`src/rtl/qed_pkg.sv`:
```
// Shared types and constants for the QED instruction scheduler and its queue.
package qed_pkg;

   localparam logic [31:0] QED_NOP = 32'h00000013;

   typedef logic [31:0] qed_instr_t;

   typedef enum logic [0:0] {
      QED_ORIG = 1'b0,
      QED_DUP  = 1'b1
   } qed_state_t;

endpackage

```
`src/rtl/qed_inst_fifo.sv`:
```
// Instruction queue holding issued originals until they are replayed as duplicates.
module qed_inst_fifo
   import qed_pkg::*;
#(
   parameter int DEPTH = 8,
   parameter int CW    = $clog2(DEPTH) + 1
) (
   input  logic          clk,
   input  logic          rst,
   input  logic          push,
   input  logic          pop,
   input  qed_instr_t    wdata,
   output qed_instr_t    rdata,
   output logic          full,
   output logic          empty,
   output logic [CW-1:0] count
);

   localparam int PW = $clog2(DEPTH);

   qed_instr_t    mem [DEPTH];
   logic [PW-1:0] wr_ptr;
   logic [PW-1:0] rd_ptr;

   assign rdata = mem[rd_ptr];
   assign full  = (count == CW'(DEPTH));
   assign empty = (count == '0);

   always_ff @(posedge clk) begin
      if (push) begin
         mem[wr_ptr] <= wdata;
      end
   end

   // Pointers wrap naturally because DEPTH is a power of two.
   always_ff @(posedge clk) begin
      if (rst) begin
         wr_ptr <= '0;
         rd_ptr <= '0;
         count  <= '0;
      end else begin
         if (push) begin
            wr_ptr <= wr_ptr + PW'(1);
         end
         if (pop) begin
            rd_ptr <= rd_ptr + PW'(1);
         end
         case ({push, pop})
            2'b10:   count <= count + CW'(1);
            2'b01:   count <= count - CW'(1);
            default: count <= count;
         endcase
      end
   end

   always_ff @(posedge clk) begin
      if (!rst) begin
         assert (!(push && pop));
         assert (!(push && full));
         assert (!(pop && empty));
      end
   end

endmodule

```
`src/rtl/qed_instruction_scheduler.sv`:
```
// Issues fetched instructions as originals, queues them, then replays them as QED duplicates.
module qed_instruction_scheduler
   import qed_pkg::*;
#(
   parameter int DEPTH = 8,
   parameter int CNT_W = 6
) (
   input  logic             clk,
   input  logic             rst,
   input  logic             stall,
   input  logic             exec_dup,
   input  logic [31:0]      ifu_qed_instruction,
   input  logic             ifu_qed_valid,
   output logic [31:0]      qic_qimux_instruction,
   output logic             qed_dup,
   output logic             qed_ifu_ready,
   output logic [CNT_W-1:0] qed_num_orig,
   output logic [CNT_W-1:0] qed_num_dup,
   output logic             qed_ready
);

   localparam int CW = $clog2(DEPTH) + 1;

   qed_state_t    state;
   qed_instr_t    head;
   logic          full;
   logic          empty;
   logic [CW-1:0] count;
   logic [CW-1:0] count_after;
   logic          accept;
   logic          pop;
   logic          go_dup;

   assign qed_ifu_ready = (state == QED_ORIG) && !full && !stall;
   assign accept        = ifu_qed_valid && qed_ifu_ready;
   assign pop           = (state == QED_DUP) && !stall && !empty;

   // The decision to enter DUP looks at occupancy including this cycle's push.
   assign count_after = count + CW'(accept);
   assign go_dup      = (exec_dup && (count_after != '0)) || (count_after == CW'(DEPTH));

   qed_inst_fifo #(
      .DEPTH (DEPTH),
      .CW    (CW)
   ) u_fifo (
      .clk   (clk),
      .rst   (rst),
      .push  (accept),
      .pop   (pop),
      .wdata (ifu_qed_instruction),
      .rdata (head),
      .full  (full),
      .empty (empty),
      .count (count)
   );

   always_ff @(posedge clk) begin
      if (rst) begin
         state                 <= QED_ORIG;
         qic_qimux_instruction <= QED_NOP;
         qed_dup               <= 1'b0;
         qed_ready             <= 1'b0;
         qed_num_orig          <= '0;
         qed_num_dup           <= '0;
      end else if (!stall) begin
         qed_ready <= (qed_num_orig == qed_num_dup) && (qed_num_orig != '0) && empty;
         case (state)
            QED_ORIG: begin
               qic_qimux_instruction <= accept ? ifu_qed_instruction : QED_NOP;
               qed_dup               <= 1'b0;
               if (accept) begin
                  qed_num_orig <= qed_num_orig + CNT_W'(1);
               end
               if (go_dup) begin
                  state <= QED_DUP;
               end
            end
            QED_DUP: begin
               // A DUP phase only ends once the queue has been fully drained.
               if (!empty) begin
                  qic_qimux_instruction <= head;
                  qed_dup               <= 1'b1;
                  qed_num_dup           <= qed_num_dup + CNT_W'(1);
                  if (count == CW'(1)) begin
                     state <= QED_ORIG;
                  end
               end else begin
                  qic_qimux_instruction <= QED_NOP;
                  qed_dup               <= 1'b0;
                  state                 <= QED_ORIG;
               end
            end
            default: begin
               state <= QED_ORIG;
            end
         endcase
      end
   end

   always_ff @(posedge clk) begin
      if (!rst) begin
         assert ((qed_num_orig - qed_num_dup) == CNT_W'(count));
         assert (count <= CW'(DEPTH));
      end
   end

endmodule

```
`config.mk`:
```
export PLATFORM = sky130hd
export DESIGN_NAME = qed_instruction_scheduler
export DESIGN_NICKNAME = d
export VERILOG_FILES = /design/src/rtl/qed_pkg.sv /design/src/rtl/qed_inst_fifo.sv /design/src/rtl/qed_instruction_scheduler.sv
export SDC_FILE = /design/constraint.sdc
export NUM_CORES = 1
export LEC_CHECK = 0
export ABC_CLOCK_PERIOD_IN_PS = 16260
export CAP_MARGIN = 0
export CORE_MARGIN = 2
export CORE_UTILIZATION = 55
export DETAILED_ROUTE_END_ITERATION = 16
export GPL_ROUTABILITY_DRIVEN = 0
export GPL_TIMING_DRIVEN = 1
export PLACE_DENSITY = 0.8
export SYNTH_ARGS = -nofsm -noshare
export SYNTH_HDL_FRONTEND = slang
export SYNTH_SLANG_ARGS = --single-unit
```
`constraint.sdc`:
```
create_clock -name clk -period 16.26 [get_ports clk]
set_clock_uncertainty 0.15 [all_clocks]
set_input_delay 2.439 -clock clk [delete_from_list [all_inputs] [get_ports clk]]
set_output_delay 2.439 -clock clk [all_outputs]
set_load 0.05 [all_outputs]
```
==> results of run 1 <==
[metal layers]
layer	wire (µm)	GRT usage
met1	9920	0.290
met2	13100	0.381
met3	1500	0.0339
met4	679	0.0636
met5	0	0
[layout by cell type (no fill, tap or decap), types with 2 or more instances in the layout]
cell type	count
edfxtp_1	256
clkdlybuf4s50_1	83
mux4_2	64
dfxtp_1	58
clkbuf_16	31
a22o_1	29
a221o_1	29
nor2_1	24
xor2_1	17
buf_4	15
nand2_1	12
nand3_1	12
ha_1	11
bufinv_16	10
a21oi_1	8
xnor2_1	7
clkinv_2	7
inv_1	6
o22ai_1	6
and2_1	5
nand4_1	4
nor3b_2	3
and3_1	3
clkinv_1	3
nor3_2	2
nor4b_2	2
nand3b_1	2
o21ai_0	2
nor3_1	2
clkbuf_8	2
[worst max path at each step]
stage,end,slack (ns),from,depth (start not counted)
after CTS,qed_ifu_ready,9.50,stall,4
after floorplan,u_fifo.mem[2][0],9.09,stall,5
after global placement,qed_ifu_ready,9.54,stall,4
after detailed placement,qed_ifu_ready,9.51,stall,4
after global routing,qed_ifu_ready,9.41,stall,4
final,qed_ifu_ready,9.50,stall,4
[state kept, by name (all words and copies together), names as in the netlist, named ones only]
signal                 cells
u_fifo.mem               256
qic_qimux_instruction     32
qed_num_dup                6
qed_num_orig               6
u_fifo.count               4
u_fifo.rd_ptr              3
u_fifo.wr_ptr              3
qed_dup                    1
qed_ready                  1
state                      1
[where the power goes]
part	internal [mW]	leakage, nW	switching, mW
clock	0.514	0.579	0.299
combinational	0.0336	1.30	0.0524
sequential	0.887	2.80	0.00839
[final cells by class]
type	instances	area (µm²)
Timing Repair Buffer	98	943
Inverter	7	28.8
Multi-Input combinational cell	264	2990
Clock inverter	23	372
Sequential cell	316	8890
Fill cell	1375	7300
Clock buffer	33	803
Tap cell	280	350
[metrics by stage]
stage / total power, mW / setup slack, ns / cell area, µm² / util / std cells
global placement: 0.994 / 9.54 / 13200 / 0.609 / 965
CTS: 1.80 / 9.50 / 14400 / 0.663 / 1021
floorplan: 0.960 / 9.09 / 12100 / - / 621
global route: 1.84 / 9.41 / 14400 / 0.663 / 1021
detailed placement: 0.998 / 9.51 / 13200 / 0.609 / 965
finish: 1.79 / 9.50 / 14400 / 0.663 / 1021
[kinds of logic after synthesis]
kind of cell,Yosys count
xor gates and xnor gates,24
adders and majority gates,11
AOI/OAI and AO/OA,78
and+or+nand+nor,86
buffers and inverters,41
muxes,65
DFF,316
[worst register-to-register path: stages, from the launching register on]
cell,delay [ns]
dfxtp_1,0.48
inv_1,0.09
ha_1,0.27
nand3b_4,0.15
and2_1,0.38
nand2_1,0.26
nor2_4,0.94
==> flow_summary.ini, run 1 <==
[global_route]
grt_pass1_wl_um = 39200
antenna_found_initial = 0
track_usage = 0.219
gr-total-overflow = 0
grt_max_degree = 65
first_global_vias = 6618

[clock_tree]
cts_setup_buffers = 0
cts_resized = 0
cts.sinks = 316
cts-htree-levels = 1
cts_hold_buf = 0
cts_tree = done
cts_root_buf = clkbuf_16
cts_buffers = 30
path_clk_slew_ns = 0.07
clockBufferDepth = 3
clk_latency_ns = 0.55

[yosys]
synth.most_common_cell = edfxtp_1
synth.top_cells.by_count = edfxtp_1 (256), mux4_2 (64), dfxtp_1 (60)
yosysSeqAreaShare = 0.737
synthCells = 621
synth_mux_area_frac = 0.120
synth_edf_count = 256
syn_nets = 669
ys_ff_latch = 316
synth-compound-area-share = 0.0550
synth_top_area_frac = 0.638
synth_fa_ha_area_frac = 0.0114
async_flop_share = 0
synth-simple-area-share = 0.0398
yosys_warnings = 0
postSynthAreaPerCell_um2 = 19.4
yosysUniqueCellTypes = 45
mappedNetlistArea_mm2 = 0.0121
synthXorXnorAreaFrac = 0.0174
ys.flop_type = edfxtp_1
netlist_top_cells_area = edfxtp_1 (64%), mux4_2 (12%), dfxtp_1 (10%)
yosys.area.top_type = edfxtp_1
synth_top_family_by_area = multiplexers

[routing]
via_per_inst = 6.24
wl_per_cell_um = 24.7
drt_iter0_drc = 612
drc = 0
ant_nets = 0
drt_pre_antenna_iters = 5
vias = 6366
wl_um = 25200

[sta]
tightest_slew_ns = 1.14
finalCritPeriodShare = 0.416
max_clock_freq_mhz = 148
final_hold_viol_count = 0
layout_min_cycle_time_ns = 6.76
setup_violations = 0
rsz0062_at_grt = no
drv_slew = 0
fin_tns_setup_ns = 0
relSlewSlack = 0.238
timing.hold.ws_ns = 0.333

[min_path]
min_from = qed_dup
hp-class = flip-flop to flip-flop
holdPathEnd = qed_dup
hold_depth = 2

[die]
rows = 54
start_util = 0.556
dieArea_mm2 = 0.0231
coreArea_mm2 = 0.0217
fp.dieH_um = 152
die_w_um = 152
pin_count = 84

[power_and_ir_drop]
p_leak_nw = 4.67
vdd_drop_max_mv = 0.103
powerDensity_mw_per_mm2 = 125

[finish]
layout-drive-gt1-share = 0.204
n_antenna_cell = 0
layout.nets = 765
area_growth_pct = 19.3

[outcome]
status = finished clean

[setup_path]
reg2reg_to = u_fifo.mem[7][21]
critPathKind = input pin to output pin
worstPathCellList = clkdlybuf4s50_1 -> nor2_1 -> and2_1 -> clkdlybuf4s50_1
r2r_slack_ns = 13.17
start_kind = input pin
cp-end-kind = output pin
rr_worst_depth = 6
cp_common_cell = clkdlybuf4s50_1
rr_startpoint = u_fifo.count[0]
critPathRequiredTime_ns = 13.67
slowest_delay_ns = 0.79
slowest_stage = clkdlybuf4s50_1
cp_max_fo = 9
critPathBufInv = 2
crit_arrival_ns = 4.17
crit_family = buffers and inverters

[placed_design]
port_buffers = 83
detailed_place_hpwl_um = 13100

[run]
drv_cap = 0
(Power assumes the default switching activity.)
==> run 2, diff against run 1 <==
ABC_CLOCK_PERIOD_IN_PS = 6500   (was 16260)
clock period = 6.5 ns   (was 16.26 ns; I/O delays follow)
==> flow_summary.ini, run 2 (same netlist as run 1, synthesis figures left out) <==
[sta]
relSlewSlack = 0.304
layout_min_cycle_time_ns = 3.88
final_hold_viol_count = 0
max_clock_freq_mhz = 258
tightest_slew_ns = 1.04
worst_slack_ns = 2.62
rsz0062_at_grt = no
finalCritPeriodShare = 0.597
drv_slew = 0
setup_violations = 0
timing.hold.ws_ns = 0.314
fin_tns_setup_ns = 0

[setup_path]
cp_max_fo = 9
cp-end-kind = output pin
slowest_delay_ns = 0.80
critPathRequiredTime_ns = 5.37
critPathKind = input pin to output pin
worstPathCellList = clkdlybuf4s50_1 -> nor2_1 -> and2_1 -> clkdlybuf4s50_1
slowest_stage = clkdlybuf4s50_1
crit_arrival_ns = 2.75
cp_common_cell = clkdlybuf4s50_1
start_kind = input pin

[clock_tree]
clockBufferDepth = 3
cts_hold_buf = 0
cts_root_buf = clkbuf_16
cts_tree = done
path_clk_slew_ns = 0.06
cts-htree-levels = 1
cts_setup_buffers = 0
clk_latency_ns = 0.56
cts_resized = 0
cts_buffers = 31
cts.sinks = 316

[finish]
final_util = 0.657
mostFrequentLayoutCell = edfxtp_1
largest_reg_flops = 256
layout_common_cells = edfxtp_1 (256), clkdlybuf4s50_1 (83), mux4_2 (64), dfxtp_1 (58), clkbuf_16 (31)
area_growth_pct = 18.2
layout.nets = 766
layout-drive-gt1-share = 0.197
top_register = u_fifo.mem
top_regs = u_fifo.mem x256, qic_qimux_instruction x32
final_area_mm2 = 0.0142
n_antenna_cell = 0

[placed_design]
placed_cell_area_mm2 = 0.0132
detailed_place_hpwl_um = 13600
place_ws_ns = 2.15
port_buffers = 83

[routing]
via_per_inst = 6.18
drt_pre_antenna_iters = 5
wl_per_cell_um = 24.4
drt_iter0_drc = 578
ant_nets = 0
vias = 6319
drc = 0
wl_um = 25000

[power_and_ir_drop]
power_frac_comb = 0.051
p_leak_nw = 4.59
switching_power_mw = 0.886
pwr-share-seq = 0.526
clkPwrFrac = 0.423
powerDensity_mw_per_mm2 = 299
vdd_drop_max_mv = 0.197
p_int_mw = 3.37
swShare = 0.208

[min_path]
hp-class = flip-flop to flip-flop

[die]
pin_count = 84
rows = 54
coreArea_mm2 = 0.0217
die_w_um = 152
fp.dieH_um = 152
dieArea_mm2 = 0.0231
start_util = 0.556

[global_route]
grt_max_degree = 65
first_global_vias = 6618
antenna_found_initial = 0
track_usage = 0.219
gr-total-overflow = 0
grt_pass1_wl_um = 39200

[run]
drv_cap = 0

[outcome]
status = finished clean
run 2: changes by cell type in the layout (fill, tap and decap cells not counted):
cell,delta
clkbuf_8,-2
clkinvlp_2,+2
clkinv_1,+2
clkinvlp_4,+2
clkinv_2,-2
bufinv_16,-5
clkbuf_1,+4
run 2: layer usage:
| layer | wire length, µm | GRT usage | vias to the layer above |
|---|---|---|---|
| met5 | 0 | 0 | - |
| met2 | 12500 | 0.361 | 233 |
| met3 | 1650 | 0.0374 | 54 |
| met4 | 820 | 0.0725 | 0 |
| met1 | 10000 | 0.301 | 3279 |
| li1 | - | - | 2753 |
run 2: final cells by class:
| cell class | instances | area, µm² |
|---|---|---|
| clock buffer | 35 | 791 |
| clock inverter | 22 | 244 |
| fill | 1398 | 7440 |
| inverter | 7 | 28.8 |
| multi-input combinational | 264 | 2990 |
| sequential | 316 | 8890 |
| tap | 280 | 350 |
| timing repair buffer | 98 | 943 |
run 2: worst max-delay path, delay by kind of cell:
family	cells	cell delay, ns
simple gates	2	0.39
buf+inv	2	1.39
run 2: through the flow:
step | power (mW) | instances
2_1_floorplan | 2.40 | 621
3_3_place_gp | 2.49 | 965
3_5_place_dp | 2.50 | 965
4_1_cts | 4.29 | 1022
5_1_grt | 4.38 | 1022
6_report | 4.26 | 1022
run 2: power by group through the flow:
| stage | sequential [mW] | clock [mW] | combinational, mW |
|---|---|---|---|
| after floorplan | 2.32 | 0 | 0.0863 |
| after global placement | 2.28 | 0 | 0.208 |
| after detailed placement | 2.28 | 0 | 0.216 |
| after CTS | 2.24 | 1.83 | 0.218 |
| after global routing | 2.24 | 1.91 | 0.232 |
| final | 2.24 | 1.80 | 0.217 |
run 2: worst paths after layout:
kind                   startpoint  slack [ns]  cells after the start                 to
setup reg to reg  u_fifo.count[1]        3.30                      7  u_fifo.mem[3][17]
hold / removal          qed_ready        0.31                      2          qed_ready
hold reg to reg         qed_ready        0.31                      2          qed_ready
setup / recovery            stall        2.62                      4      qed_ifu_ready
